[config.mk]
export PLATFORM = sky130hd
export DESIGN_NAME = vin_lvds_frontend
export DESIGN_NICKNAME = d
export VERILOG_FILES = /design/src/rtl/vin_pkg.sv /design/src/rtl/vin_rgb2y.sv /design/src/rtl/vin_lvds_frontend.sv
export SDC_FILE = /design/constraint.sdc
export NUM_CORES = 1
export LEC_CHECK = 0
export BUFFER_PORTS_ARGS = -buffer_cell sky130_fd_sc_hd__buf_2
export CORE_MARGIN = 2
export CORE_UTILIZATION = 30
export DETAILED_ROUTE_END_ITERATION = 8
export SLEW_MARGIN = 20
export SYNTH_ARGS = -nofsm -noshare
export SYNTH_HDL_FRONTEND = slang
export SYNTH_SLANG_ARGS = --single-unit
[constraint.sdc]
create_clock -name clk -period 3.8 [get_ports clk]
set_input_delay 0.38 -clock clk [delete_from_list [all_inputs] [get_ports clk]]
set_output_delay 0.38 -clock clk [all_outputs]
set_load 0.02 [all_outputs]
[src/rtl/vin_pkg.sv]
// Shared definitions for the LVDS video input front end.
// Holds the lock FSM states, lane bit positions and the 2x2 Bayer dither matrix.
// No logic of its own; imported by every file in the block.
package vin_pkg;

    localparam int LANE_BITS = 21;

    typedef enum logic [1:0] {
        IDLE    = 2'd0,
        SKIP    = 2'd1,
        MEASURE = 2'd2,
        LOCKED  = 2'd3
    } vin_state_t;

    // Colour field positions inside one 21-bit channel slice
    localparam int R_HI   = 19;
    localparam int R_LO   = 14;
    localparam int G_HI   = 11;
    localparam int G_LO   = 7;
    localparam int G_BIT0 = 20;
    localparam int B_HI   = 3;
    localparam int B_LO   = 0;
    localparam int B_BIT1 = 13;
    localparam int B_BIT0 = 12;

    // Sync positions inside the sync-carrying channel slice
    localparam int HS_BIT = 4;
    localparam int VS_BIT = 5;
    localparam int DE_BIT = 6;

    // 2x2 Bayer thresholds, 2 bits each, indexed by {phase_y, phase_x}:
    // (0,0)=0 (0,1)=2 (1,0)=3 (1,1)=1
    localparam logic [7:0] BAYER = {2'd1, 2'd3, 2'd2, 2'd0};

    // Threshold for the given phase, scaled onto the bits that truncation drops
    function automatic logic [5:0] bayer_thr(input logic ph_y, input logic ph_x, input int y_bits);
        logic [5:0] t;
        int         idx;
        idx = 2 * int'({ph_y, ph_x});
        t   = {4'd0, BAYER[idx +: 2]};
        if (6 - y_bits >= 2)
            bayer_thr = t << (6 - y_bits - 2);
        else
            bayer_thr = t >> (2 - (6 - y_bits));
    endfunction

endpackage

[src/rtl/vin_rgb2y.sv]
// Unpacks RGB666 from one channel slice and converts it to truncated luma.
// Latency: combinational (0 clocks); the parent registers the result.
// Backpressure: none, pure function of its inputs.
module vin_rgb2y
    import vin_pkg::*;
#(
    parameter int Y_BITS = 4
) (
    input  logic [LANE_BITS-1:0] d,
    input  logic                 ph_x,
    input  logic                 ph_y,
    output logic [Y_BITS-1:0]    y
);

    logic [5:0] r;
    logic [5:0] g;
    logic [5:0] b;
    logic [7:0] sum;
    logic [5:0] y6;
    logic [5:0] ys;
    logic       unused_in;

    assign r   = d[R_HI:R_LO];
    assign g   = {d[G_HI:G_LO], d[G_BIT0]};
    assign b   = {d[B_HI:B_LO], d[B_BIT1:B_BIT0]};

    // r + 2g + b peaks at 252, so 8 bits never overflow
    assign sum = {2'b00, r} + {1'b0, g, 1'b0} + {2'b00, b};
    assign y6  = sum[7:2];

`ifdef VIN_DITHER_EN
    logic [6:0] yd;
    assign yd        = {1'b0, y6} + {1'b0, bayer_thr(ph_y, ph_x, Y_BITS)};
    assign ys        = yd[6] ? 6'd63 : yd[5:0];
    assign unused_in = ^d[DE_BIT:HS_BIT];
`else
    assign ys        = y6;
    assign unused_in = ^{ph_x, ph_y, d[DE_BIT:HS_BIT]};
`endif

    assign y = ys[5 -: Y_BITS];

endmodule

[src/rtl/vin_lvds_frontend.sv]
// Unpacks deserialised LVDS words to luma and qualifies syncs with a frame-lock FSM.
// Latency: 2 clocks din -> v_pixel/v_hsync/v_de/v_vsync; optional dither via VIN_DITHER_EN.
// Backpressure: none; streaming input, vsync masked until the frame geometry is stable.
module vin_lvds_frontend
    import vin_pkg::*;
#(
    parameter int CHANNELS       = 2,
    parameter int Y_BITS         = 4,
    parameter int SKIP_FRAMES    = 5,
    parameter int SYNC_CH        = 1,
    parameter int TIMEOUT_CYCLES = 2**22,
    parameter int DIM_W          = 12
) (
    input  logic                          clk,
    input  logic                          rst,
    input  logic [LANE_BITS*CHANNELS-1:0] din,
    output logic                          v_pclk,
    output logic                          v_vsync,
    output logic                          v_hsync,
    output logic                          v_de,
    output logic [Y_BITS*CHANNELS-1:0]    v_pixel,
    output logic                          locked,
    output logic [DIM_W-1:0]              h_active,
    output logic [DIM_W-1:0]              v_active
);

    localparam int               TO_W     = $clog2(TIMEOUT_CYCLES + 1);
    localparam logic [TO_W-1:0]  TO_LAST  = TO_W'(TIMEOUT_CYCLES - 1);
    localparam logic [DIM_W-1:0] DIM_MAX  = '1;
    localparam logic [DIM_W-1:0] DIM_ONE  = DIM_W'(1);
    localparam logic [3:0]       SKIP_N   = 4'(SKIP_FRAMES);

    logic [LANE_BITS*CHANNELS-1:0] din_q;
    logic [Y_BITS*CHANNELS-1:0]    y_all;
    logic                          hs1, vs1, de1;
    logic                          vs_q;
    logic                          vs_rise, de_rise;
    logic                          xph_cur, yph_cur;

    vin_state_t       state, state_nxt;
    logic [3:0]       fcnt, fcnt_nxt;
    logic             vsync_en, en_nxt;
    logic [DIM_W-1:0] h_nxt, v_nxt;
    logic [DIM_W-1:0] hrun, hrun_nxt;
    logic [DIM_W-1:0] vcnt, vcnt_nxt;
    logic [TO_W-1:0]  tcnt;
    logic             timeout;

    assign v_pclk = clk;
    assign locked = (state == LOCKED);

    // Stage 1: capture the raw deserialised word
    always_ff @(posedge clk or negedge rst) begin
        if (!rst) din_q <= '0;
        else      din_q <= din;
    end

    assign hs1     = din_q[SYNC_CH*LANE_BITS + HS_BIT];
    assign vs1     = din_q[SYNC_CH*LANE_BITS + VS_BIT];
    assign de1     = din_q[SYNC_CH*LANE_BITS + DE_BIT];
    assign vs_rise = vs1 & ~vs_q;
    assign de_rise = de1 & ~v_de;

`ifdef VIN_DITHER_EN
    logic xph, yph, hs_rise;
    assign hs_rise = hs1 & ~v_hsync;
    assign xph_cur = hs1 ? 1'b0 : xph;
    assign yph_cur = vs1 ? 1'b0 : (hs_rise ? ~yph : yph);

    // Dither phases: x alternates every clock from hsync, y toggles per line from vsync
    always_ff @(posedge clk or negedge rst) begin
        if (!rst) begin
            xph <= 1'b0;
            yph <= 1'b0;
        end else begin
            xph <= ~xph_cur;
            yph <= yph_cur;
        end
    end
`else
    assign xph_cur = 1'b0;
    assign yph_cur = 1'b0;
`endif

    for (genvar c = 0; c < CHANNELS; c++) begin : g_ch
        logic ph_x;
        assign ph_x = (c % 2 == 1) ? ~xph_cur : xph_cur;

        vin_rgb2y #(.Y_BITS(Y_BITS)) u_rgb2y (
            .d    (din_q[c*LANE_BITS +: LANE_BITS]),
            .ph_x (ph_x),
            .ph_y (yph_cur),
            .y    (y_all[(CHANNELS-1-c)*Y_BITS +: Y_BITS])
        );
    end

    // Stage 2: register luma and syncs; vsync passes only for pulses that start while enabled
    always_ff @(posedge clk or negedge rst) begin
        if (!rst) begin
            v_pixel <= '0;
            v_hsync <= 1'b0;
            v_de    <= 1'b0;
            vs_q    <= 1'b0;
            v_vsync <= 1'b0;
        end else begin
            v_pixel <= y_all;
            v_hsync <= hs1;
            v_de    <= de1;
            vs_q    <= vs1;
            v_vsync <= vs1 & en_nxt & (vs_rise ? vsync_en : v_vsync);
        end
    end

    // Geometry counters: de clocks of the current line and de rises of the current frame, saturating
    always_comb begin
        hrun_nxt = hrun;
        vcnt_nxt = vcnt;
        if (de_rise)
            hrun_nxt = DIM_ONE;
        else if (de1 && hrun != DIM_MAX)
            hrun_nxt = hrun + DIM_ONE;
        if (de_rise && vcnt != DIM_MAX)
            vcnt_nxt = vcnt + DIM_ONE;
    end

    assign timeout = (state != IDLE) && (tcnt == TO_LAST);

    // Lock FSM: timeout has priority over a coincident vsync rise
    always_comb begin
        state_nxt = state;
        fcnt_nxt  = fcnt;
        en_nxt    = vsync_en;
        h_nxt     = h_active;
        v_nxt     = v_active;
        if (timeout) begin
            state_nxt = IDLE;
            fcnt_nxt  = 4'd0;
            en_nxt    = 1'b0;
        end else if (vs_rise) begin
            case (state)
                IDLE: begin
                    if (SKIP_N == 4'd0) begin
                        state_nxt = MEASURE;
                    end else begin
                        state_nxt = SKIP;
                        fcnt_nxt  = 4'd1;
                    end
                end
                SKIP: begin
                    if (fcnt >= SKIP_N) state_nxt = MEASURE;
                    else                fcnt_nxt  = fcnt + 4'd1;
                end
                MEASURE: begin
                    h_nxt     = hrun_nxt;
                    v_nxt     = vcnt_nxt;
                    state_nxt = LOCKED;
                    en_nxt    = 1'b1;
                end
                LOCKED: begin
                    if (hrun_nxt != h_active || vcnt_nxt != v_active) begin
                        h_nxt     = hrun_nxt;
                        v_nxt     = vcnt_nxt;
                        state_nxt = MEASURE;
                        en_nxt    = 1'b0;
                    end
                end
                default: state_nxt = IDLE;
            endcase
        end
    end

    // FSM and counter state; the line count restarts on each vsync rise after counting a coincident de rise
    always_ff @(posedge clk or negedge rst) begin
        if (!rst) begin
            state    <= IDLE;
            fcnt     <= 4'd0;
            vsync_en <= 1'b0;
            h_active <= '0;
            v_active <= '0;
            hrun     <= '0;
            vcnt     <= '0;
            tcnt     <= '0;
        end else begin
            state    <= state_nxt;
            fcnt     <= fcnt_nxt;
            vsync_en <= en_nxt;
            h_active <= h_nxt;
            v_active <= v_nxt;
            hrun     <= hrun_nxt;
            vcnt     <= vs_rise ? '0 : vcnt_nxt;
            if (state == IDLE || vs_rise)
                tcnt <= '0;
            else if (tcnt != TO_LAST)
                tcnt <= tcnt + 1'b1;
        end
    end

endmodule
==> impl_metrics.yaml <==
synth:
  synth_xor_area_share_pct: 5.79
  synthFlopType: "dfrtp_1"
  synthArstFlopShare_pct: 100
  yosysSeqAreaShare_pct: 49.6
  synth_common_cells: "129 x dfrtp_1, 71 x nor2_1, 32 x nand2_1"
  synth_cell_types: 73
  ys_warn_count: 0
  syn_area_per_cell_um2: 10.8
  muxShareOfSynthArea_pct: 6.17
  synth.most_common_cell: "dfrtp_1"
  synthCells: 603
  yosysTopAreaCell: "dfrtp_1"
  synth-edff-count: 0
  synth_nets: 673
  synth_top_area_share_pct: 49.6
  syn-cell-area_mm2: 0.00651
  yosys.area_share.adder_pct: 6.15
  ys_ff_latch: 129
  synth-simple-area-share_pct: 18.2
  synth_area_leaders: "dfrtp_1 50%, nor2_1 4.1%, xnor2_1 3.5%"
  synth_compound_area_share_pct: 10.5
  synth_top_family_by_area: "simple AND/OR/NAND/NOR gates"
setup_path:
  cp.required_ps: 4210
  rr_startpoint: "vcnt[1]"
  rrSetupSlack_ps: 240
  arrival_ps: 3970
  start_kind: "flip-flop"
  path_common_cell: "nor4_4"
  crit_chain: "ha_1 > nand2_1 > nor4_4 > nor3_1 > or4_1 > nor4_1 > nand4_1 > nor4_4 > a21oi_4 > buf_12 > mux2_4"
  end_kind: "flip-flop"
  r2r_cells: 11
  r2r_end: "h_active[3]"
  slowest_stage: "or4_1"
  worstSetupPathType: "reg2reg"
  cp_max_fo: 23
  crit_buf_inv: 1
  cpPeakStageDelay_ps: 510
  crit_family: "simple AND/OR/NAND/NOR gates"
floorplanning:
  die_x_um: 151
  fp.dieArea_mm2: 0.0229
  num_io_pins: 81
  die-height_um: 151
  row_count: 53
  core_mm2: 0.0212
  initial_core_util_pct: 30.8
sta:
  fin_tns_setup_ps: 0
  finalCriticalPeriod_ps: 3560
  min_period_over_period_pct: 93.6
  fmax_mhz: 281
  drv_slew: 0
  hold_ws_ps: -10.6
  clock_skew_ps: 11.2
  rsz0062_at_grt: "no"
  worstMarginPinSlew_ps: 882
  final-setup-viol-count: 0
  max_slew_margin_pct: 41.2
  hold_viol: 34
  fin_ws_ps: 242
outcome:
  status: "finished, violations left"
  violations: "hold timing"
global_routing:
  grt_pass1_vias: 5073
  gr-usage-all-layers_pct: 14.9
  grt_pass1_wl_mm: 26.0
  gr-total-overflow: 0
  antenna_found_initial: 0
  grt_max_degree: 110
place:
  hpwl_mm: 11.0
  place_area_mm2: 0.00728
  post-place-ws_ps: 226
  place.port_buffers: 77
  place_congestion: 0.881
cells_and_area:
  utilization_pct: 39.4
  stdcell_area_mm2: 0.00834
  fin_nets: 804
  diodes: 0
  synthToLayoutAreaGrowth_pct: 28.2
  drive_gt1_share_pct: 21.8
pwr:
  p_per_area_mw_per_mm2: 515
  peakVddDrop_uv: 281
  p_leak_nw: 3.73
routing:
  first_pass_iters: 5
  wl_per_cell_um: 15.5
  wirelength_mm: 15.8
  drt-initial-drc-count: 412
  vias: 5043
  ant_nets: 0
  avgViaCountPerCell: 4.93
  drc: 0
clocking:
  cts_tree: "built"
  ctsResizeCount: 0
  clkTransAtPathRegs_ps: 60
  clk_latency_ps: 540
hold_path:
  hp-class: "in2async"
job:
  drv_cap: 0
where the power goes:
| part | switching, mW | total, mW | internal (mW) |
|---|---|---|---|
| logic | 0.481 | 0.848 | 0.367 |
| registers | 0.140 | 1.65 | 1.51 |
| clock network | 0.720 | 1.79 | 1.07 |
sequential cells by signal (all words and copies together) (netlist names):
register	count
v_pixel	8
v_hsync	1
v_active	12
fcnt	4
vs_q	1
vcnt	12
tcnt	23
vsync_en	1
v_vsync	1
hrun	12
v_de	1
h_active	12
state	2
din_q	39
final cells by class:
class                   count  area [um2]
fillers                  2002       12800
clock buffers              21         505
flip-flops and latches    129        3230
clock inverters            15         163
repair buffers            137         957
inverters                  25        93.8
multi-input cells         420        3050
well taps                 275         344
logic make-up (layout without fill, tap and decap cells):
kind of cell	after synthesis	after routing
AOI/OAI and AO/OA	94	94
xor gates and xnor gates	43	43
adders and majority gates	26	26
buffers and inverters	54	198
DFF	129	129
muxes	34	34
and+or+nand+nor	223	223
metrics by stage:
step / instances / power [mW]
after floorplan: 603 / 2.24
after global placement: 948 / 2.51
after detailed placement: 948 / 2.52
after CTS: 1022 / 4.35
after global routing: 1022 / 4.53
final: 1022 / 4.29
worst max-delay path by stage:
| stage | from | to | depth (start not counted) |
|---|---|---|---|
| finish | vcnt[1] | h_active[3] | 11 |
| global route | vcnt[1] | h_active[9] | 11 |
| CTS | vcnt[1] | h_active[8] | 11 |
| detailed placement | vcnt[1] | h_active[8] | 11 |
| global placement | hrun[1] | h_active[3] | 11 |
| floorplan | hrun[9] | h_active[10] | 12 |
what timing repair did:
| item | 4_1_cts | 5_1_grt |
|---|---|---|
| endpoints found under the setup margin | 0 | 0 |
| hold buffers | 39 | 0 |
| hold endpoints to repair | 39 | 0 |
| buffers inserted | 0 | 0 |
metal layers:
metal / part of all wire [%] / routed length, um / vias up / track usage [%]
met5: 0 / 0 / - / 0
met4: 2.9 / 465 / 0 / 7.43
met3: 5.1 / 812 / 27 / 3.55
met2: 47 / 7450 / 161 / 23.1
met1: 45 / 7110 / 2430 / 19.4
li1: - / - / 2425 / -
cells in the final DEF, fill, tap and decap left out, drive strengths merged, types with 4 or more instances in the layout:
cell type,n
buf,98
nand3,31
a31oi,6
and4,10
nor3,12
xnor2,26
mux2,16
nor4,6
nand4,21
a21oi,18
and3,7
inv,34
o21ai,17
dfrtp,129
xor2,17
ha,16
dlygate4sd3,39
nand2,32
and2,6
fa,10
clkbuf,21
nor2b,4
a211oi,4
nand2b,7
mux2i,18
nor2,72
Power figures use the tool's default switching activity.
